--- config.mk ---
export PLATFORM = sky130hd
export DESIGN_NAME = aer_row_event_encoder
export DESIGN_NICKNAME = d
export VERILOG_FILES = /design/src/rtl/lib_arbiter_pkg.sv /design/src/rtl/aer_row_event_encoder_lsb.sv /design/src/rtl/aer_row_event_encoder.sv
export SDC_FILE = /design/constraint.sdc
export NUM_CORES = 1
export LEC_CHECK = 0
export ABC_AREA = 1
export CAP_MARGIN = 15
export CORE_MARGIN = 1
export CORE_UTILIZATION = 55
export CTS_BUF_LIST = sky130_fd_sc_hd__clkbuf_8 sky130_fd_sc_hd__clkbuf_16
export DETAILED_ROUTE_END_ITERATION = 6
export PLACE_DENSITY_LB_ADDON = 0.1
export SKIP_CTS_REPAIR_TIMING = 1
export SYNTH_ARGS = -nofsm -noshare
export SYNTH_HDL_FRONTEND = slang
export SYNTH_SLANG_ARGS = --single-unit
--- constraint.sdc ---
create_clock -name clk_i -period 4.5 [get_ports clk_i]
set_input_delay 0.9 -clock clk_i [delete_from_list [all_inputs] [get_ports clk_i]]
set_output_delay 0.9 -clock clk_i [all_outputs]
set_load 0.05 [all_outputs]
--- src/rtl/lib_arbiter_pkg.sv ---
// Shared constants and types for the pixel-array readout path.
// Holds default array geometry, the encoder FSM states and the address-event record.
package lib_arbiter_pkg;

    localparam int unsigned ROWS  = 8;
    localparam int unsigned COLS  = 8;
    localparam int unsigned TS_W  = 16;
    localparam int unsigned ROW_W = $clog2(ROWS);
    localparam int unsigned COL_W = $clog2(COLS);

    typedef enum logic [1:0] {
        ST_IDLE = 2'd0,
        ST_EMIT = 2'd1,
        ST_ACK  = 2'd2
    } aer_state_e;

    typedef struct packed {
        logic [ROW_W-1:0] row;
        logic [COL_W-1:0] col;
        logic [TS_W-1:0]  ts;
    } aer_evt_t;

endpackage

--- src/rtl/aer_row_event_encoder_lsb.sv ---
// Combinational lowest-set-bit encoder: index of the lowest set bit plus an any-set flag.
module lsb_onehot_encoder #(
    parameter  int unsigned N     = 8,
    localparam int unsigned IDX_W = (N > 1) ? $clog2(N) : 1
) (
    input  logic [N-1:0]     vec_i,
    output logic [IDX_W-1:0] idx_o,
    output logic             any_o
);

    logic found;

    always_comb begin
        idx_o = '0;
        found = 1'b0;
        for (int unsigned i = 0; i < N; i++) begin
            if (vec_i[i] && !found) begin
                idx_o = IDX_W'(i);
                found = 1'b1;
            end
        end
        any_o = found;
    end

endmodule

--- src/rtl/aer_row_event_encoder.sv ---
// Captures the granted row's column events and serializes them as (row, col, ts)
// address-events on a valid/ready port, then pulses a one-hot row acknowledge.
module aer_row_event_encoder #(
    parameter  int unsigned ROWS  = lib_arbiter_pkg::ROWS,
    parameter  int unsigned COLS  = lib_arbiter_pkg::COLS,
    parameter  int unsigned TS_W  = lib_arbiter_pkg::TS_W,
    localparam int unsigned ROW_W = $clog2(ROWS),
    localparam int unsigned COL_W = $clog2(COLS)
) (
    input  logic             clk_i,
    input  logic             reset_n_i,
    input  logic [ROWS-1:0]  row_gnt_i,
    input  logic [COLS-1:0]  col_evt_i,
    output logic [ROWS-1:0]  row_ack_o,
    output logic             evt_valid_o,
    input  logic             evt_ready_i,
    output logic [ROW_W-1:0] evt_row_o,
    output logic [COL_W-1:0] evt_col_o,
    output logic [TS_W-1:0]  evt_ts_o,
    output logic             busy_o,
    output logic             proto_err_o
);

    import lib_arbiter_pkg::*;

    aer_state_e       state_q, state_d;
    logic [TS_W-1:0]  ts_cnt_q, ts_cnt_d;
    logic [TS_W-1:0]  ts_q, ts_d;
    logic [ROW_W-1:0] row_q, row_d;
    logic [COLS-1:0]  col_mask_q, col_mask_d;
    logic             evt_valid_q, evt_valid_d;
    logic [COL_W-1:0] evt_col_q, evt_col_d;
    logic [ROWS-1:0]  row_ack_q, row_ack_d;
    logic             busy_q, busy_d;
    logic             proto_err_q, proto_err_d;

    logic [ROW_W-1:0] gnt_idx;
    logic             gnt_any;
    logic [COL_W-1:0] next_col;
    logic             next_any;
    logic             hs;
    logic             gnt_multi;

    lsb_onehot_encoder #(.N(ROWS)) u_row_enc (
        .vec_i (row_gnt_i),
        .idx_o (gnt_idx),
        .any_o (gnt_any)
    );

    // Outputs are registered, so the column encoder looks at the mask as it will
    // be after this edge; evt_col then names the lowest pending bit in step with the mask.
    lsb_onehot_encoder #(.N(COLS)) u_col_enc (
        .vec_i (col_mask_d),
        .idx_o (next_col),
        .any_o (next_any)
    );

    assign hs        = evt_valid_q & evt_ready_i;
    assign gnt_multi = |(row_gnt_i & (row_gnt_i - ROWS'(1)));

    always_comb begin
        col_mask_d = col_mask_q;
        unique case (state_q)
            ST_IDLE: if (gnt_any) col_mask_d = col_evt_i;
            ST_EMIT: if (hs) col_mask_d = col_mask_q & ~(COLS'(1) << evt_col_q);
            ST_ACK:  col_mask_d = '0;
            default: col_mask_d = '0;
        endcase
    end

    always_comb begin
        state_d     = state_q;
        ts_cnt_d    = ts_cnt_q + TS_W'(1);
        ts_d        = ts_q;
        row_d       = row_q;
        evt_valid_d = evt_valid_q;
        evt_col_d   = evt_col_q;
        row_ack_d   = '0;
        proto_err_d = proto_err_q;

        unique case (state_q)
            ST_IDLE: begin
                if (gnt_any) begin
                    row_d       = gnt_idx;
                    ts_d        = ts_cnt_q;
                    proto_err_d = proto_err_q | gnt_multi;
                    if (next_any) begin
                        state_d     = ST_EMIT;
                        evt_valid_d = 1'b1;
                        evt_col_d   = next_col;
                    end else begin
                        state_d   = ST_ACK;
                        row_ack_d = ROWS'(1) << gnt_idx;
                    end
                end
            end
            ST_EMIT: begin
                if (hs) begin
                    if (next_any) begin
                        evt_col_d = next_col;
                    end else begin
                        state_d     = ST_ACK;
                        evt_valid_d = 1'b0;
                        row_ack_d   = ROWS'(1) << row_q;
                    end
                end
            end
            ST_ACK: begin
                state_d = ST_IDLE;
            end
            default: begin
                state_d     = ST_IDLE;
                evt_valid_d = 1'b0;
            end
        endcase

        busy_d = (state_d != ST_IDLE);
    end

    always_ff @(posedge clk_i) begin
        if (!reset_n_i) begin
            state_q     <= ST_IDLE;
            ts_cnt_q    <= '0;
            ts_q        <= '0;
            row_q       <= '0;
            col_mask_q  <= '0;
            evt_valid_q <= 1'b0;
            evt_col_q   <= '0;
            row_ack_q   <= '0;
            busy_q      <= 1'b0;
            proto_err_q <= 1'b0;
        end else begin
            state_q     <= state_d;
            ts_cnt_q    <= ts_cnt_d;
            ts_q        <= ts_d;
            row_q       <= row_d;
            col_mask_q  <= col_mask_d;
            evt_valid_q <= evt_valid_d;
            evt_col_q   <= evt_col_d;
            row_ack_q   <= row_ack_d;
            busy_q      <= busy_d;
            proto_err_q <= proto_err_d;
        end
    end

    assign row_ack_o   = row_ack_q;
    assign evt_valid_o = evt_valid_q;
    assign evt_row_o   = row_q;
    assign evt_col_o   = evt_col_q;
    assign evt_ts_o    = ts_q;
    assign busy_o      = busy_q;
    assign proto_err_o = proto_err_q;

endmodule

==> run_results.csv <==
group,metric,value,unit
power_and_ir_drop,power,1.24,mW
sta,final_max_slew_viol_count,0,
cells_and_area,layout-drive-gt1-share,6.56,%
worst_setup_path,cp.required,4.74,ns
synthesis,syn-num-nets,405,
grt,grt_pass1_vias,2476,
sta,min_period,3.32,ns
sta,fin_setup_tns,0,ns
worst_setup_path,crit_end,"row_ack_o[5]$_SDFF_PN0_",
synthesis,yosysSeqAreaShare,44.1,%
place,port_buffers,51,
clock_network,cts_made_buffers,9,
route,dr.pass1.iters,4,
power_and_ir_drop,ir_worst_vdd,0.251,mV
cells_and_area,fin_nets,458,
worst_setup_path,crit_chain,"clkdlybuf4s50_1 -> nor2_4 -> nand2_4 -> nor2_4 -> nand2_2 -> nand2_2 -> inv_2 -> nand2_1 -> nand2_1 -> nor2_1 -> nand3_2 -> nor2_4 -> nand3_4 -> inv_4 -> nand3_1 -> a21oi_1",
sta,rsz0062_at_grt,"no",
grt,grt_pass1_wl,10.3,mm
flow_run,drv_cap,0,
place,dp_hpwl,4.22,mm
sta,timing.fmax,301,MHz
worst_setup_path,cpPeakStageDelay,0.49,ns
worst_setup_path,reg2reg_depth,13,
clock_network,clkSinkCount,59,
worst_setup_path,crit_type,"input pin to flop",
synthesis,synth.top_cell.area_share,44.1,%
die,coreArea,4690,µm²
cells_and_area,diodes,0,
sta,post-route-period-util,73.8,%
sta,hold_violations,0,
power_and_ir_drop,leakage,1.43,nW
die,initial_core_util,57.1,%
clock_network,clk_pin_slew,0.06,ns
run_status,status,"finished, final reports clean",
die,rows,25,
route,via_per_inst,5.23,
grt,gr-total-overflow,0,
worst_setup_path,r2r_slack,2.16,ns
synthesis,synth_area,2680,µm²
worst_setup_path,arrival,3.57,ns
worst_setup_path,worstReg2RegStart,"state_q[0]$_SDFF_PN0_",
worst_setup_path,crit_top_cell,"nor2_4",
synthesis,synth.avg_cell_area,6.96,µm²
worst_setup_path,crit_start,"row_gnt_i[0]",
grt,grt_start_max_net_pins,40,
route,ant_nets,0,
sta,tightest_slew,0.766,ns
worst_setup_path,worstReg2RegEnd,"evt_valid_o$_SDFFE_PN0P_",
route,routed_wirelength,6.16,mm
worst_setup_path,end_kind,"flop",
place,gp_congestion,0.872,
synthesis,ys_types,29,
route,drc,0,
clock_network,cts_root_buf,"clkbuf_8",
die,die_h,71.8,µm
sta,setup-violations-final,0,
power_and_ir_drop,powerDensity,367,nW/µm²
die,die_w,71.8,µm
clock_network,clockBufferDepth,2,
hold_path,whs_path_depth,1,
die,die_area,5150,µm²
synthesis,synth_area_leader_cell,"dfxtp_1",
hold_path,min_path_type,"flop to flop",
route,wl_per_cell,12.4,µm
cells_and_area,synthToLayoutAreaGrowth,26.2,%
synthesis,synth_seq_cells,59,
worst_setup_path,crit_path_max_fanout,39,
synthesis,ys_warn_count,0,
die,top_level_ports,52,
route,drtIter0Drc,213,
route,vias,2596,
worst_setup_path,cp_slowest_cell,"clkdlybuf4s50_1",
worst_setup_path,startpoint_type,"input pin",
sta,relSlewSlack,48.6,%
synthesis,synthTopCellsByArea,"dfxtp_1 44%, nand2_1 10%, nor2_1 8.8%, a21oi_1 6.9%, inv_1 6.9%",
grt,grt_use_total,25.8,%
sta,finClkSkew,0.00746,ns
clock_network,cts_htree_levels,3,
synthesis,netlist_instances,385,
clock_network,cts_tree,"done",
grt,antenna_found_initial,0,
clock_network,clk_latency,0.34,ns
## placed cells by master (no fill, tap or decap), drive strengths merged
cell,netlist,routed
nand2,78,78
nor2,68,68
dfxtp,59,59
inv,51,53
clkdlybuf4s50,0,51
a21oi,37,37
o21ai,32,32
nand3,23,23
nor3,12,12
clkbuf,9,10
a31oi,5,5
clkinv,1,4
nor3b,1,1
and3,1,1
o21a,1,1
nand4,1,1
a41oi,1,1
a32oi,1,1
a221oi,1,1
o2111ai,1,1
ha,1,1
buf,1,1
## where the power goes
| group | switching, mW | internal (mW) | total (mW) | leakage [nW] |
|---|---|---|---|---|
| sequential | 0.0193 | 0.552 | 0.571 | 0.483 |
| clock | 0.201 | 0.204 | 0.405 | 0.0943 |
| combinational | 0.179 | 0.0861 | 0.265 | 0.851 |
| total | 0.399 | 0.842 | 1.24 | 1.43 |
## worst max-delay path: cells and delay by family
kind	cells	cell delay, ns
buffers and inverters	3	0.91
and+or+nand+nor	12	1.60
AOI/OAI and AO/OA	1	0.15
## cells in the mapped netlist, drive strengths merged
cell type  instances
a21oi             37
a221oi             1
a31oi              5
a32oi              1
a41oi              1
and3               1
buf                1
clkbuf             9
clkinv             1
dfxtp             59
ha                 1
inv               51
nand2             78
nand3             23
nand4              1
nor2              68
nor3              12
nor3b              1
o2111ai            1
o21a               1
o21ai             32
## how the worst min path moves through the flow
| stage | from | endpoint | slack [ns] |
|---|---|---|---|
| final | ts_cnt_q[0]$_SDFF_PN0_ | ts_cnt_q[0]$_SDFF_PN0_ | 0.47 |
| after global routing | ts_cnt_q[0]$_SDFF_PN0_ | ts_cnt_q[0]$_SDFF_PN0_ | 0.48 |
| after CTS | ts_cnt_q[0]$_SDFF_PN0_ | ts_cnt_q[0]$_SDFF_PN0_ | 0.46 |
| after detailed placement | ts_cnt_q[0]$_SDFF_PN0_ | ts_cnt_q[0]$_SDFF_PN0_ | 0.45 |
| after global placement | ts_cnt_q[0]$_SDFF_PN0_ | ts_cnt_q[0]$_SDFF_PN0_ | 0.44 |
| after floorplan | ts_cnt_q[0]$_SDFF_PN0_ | ts_cnt_q[0]$_SDFF_PN0_ | 0.42 |
## cell families (layout without fill, tap and decap cells)
| kind of cell | after synthesis | count (layout) | share of synthesized area [%] |
|---|---|---|---|
| fa+ha+maj | 1 | 1 | 0.467 |
| compound gates | 79 | 79 | 15.6 |
| flops | 59 | 59 | 44.1 |
| buf+inv | 62 | 119 | 9.06 |
| simple gates | 184 | 184 | 30.7 |
## metrics by stage
step	hold slack [ns]	instances	area [µm²]	worst slack, ns	util (%)
global route	0.479	496	3380	0.865	72.0
floorplan	0.423	385	2680	2.05	-
finish	0.469	496	3380	1.18	72.0
detailed placement	0.448	481	3220	0.863	68.6
CTS	0.462	496	3380	1.19	72.0
global placement	0.435	481	3220	1.00	68.6
## state kept, by name (all words and copies together) (netlist names)
register     flops
ts_cnt_q        16
evt_ts_o        16
evt_row_o        3
row_ack_o        8
evt_valid_o      1
state_q          2
evt_col_o        3
proto_err_o      1
col_mask_q       8
busy_o           1
## area by class of cell
class	instances	area [µm²]
fill	395	1310
multi-input combinational	264	1250
sequential	59	1180
timing repair buffer	52	518
inverter	52	198
clock buffer	10	138
tap	54	67.6
clock inverter	5	22.5
## layer usage
| metal | part of all wire, % | global-route usage [%] | vias up | wire [µm] |
|---|---|---|---|---|
| li1 | - | - | 1343 | - |
| met1 | 45 | 30.5 | 1177 | 2770 |
| met2 | 49 | 44.7 | 69 | 3020 |
| met3 | 4.8 | 4.92 | 7 | 298 |
| met4 | 1.2 | 12.6 | 0 | 73 |
| met5 | 0 | 0 | - | 0 |
(Power assumes the default switching activity.)
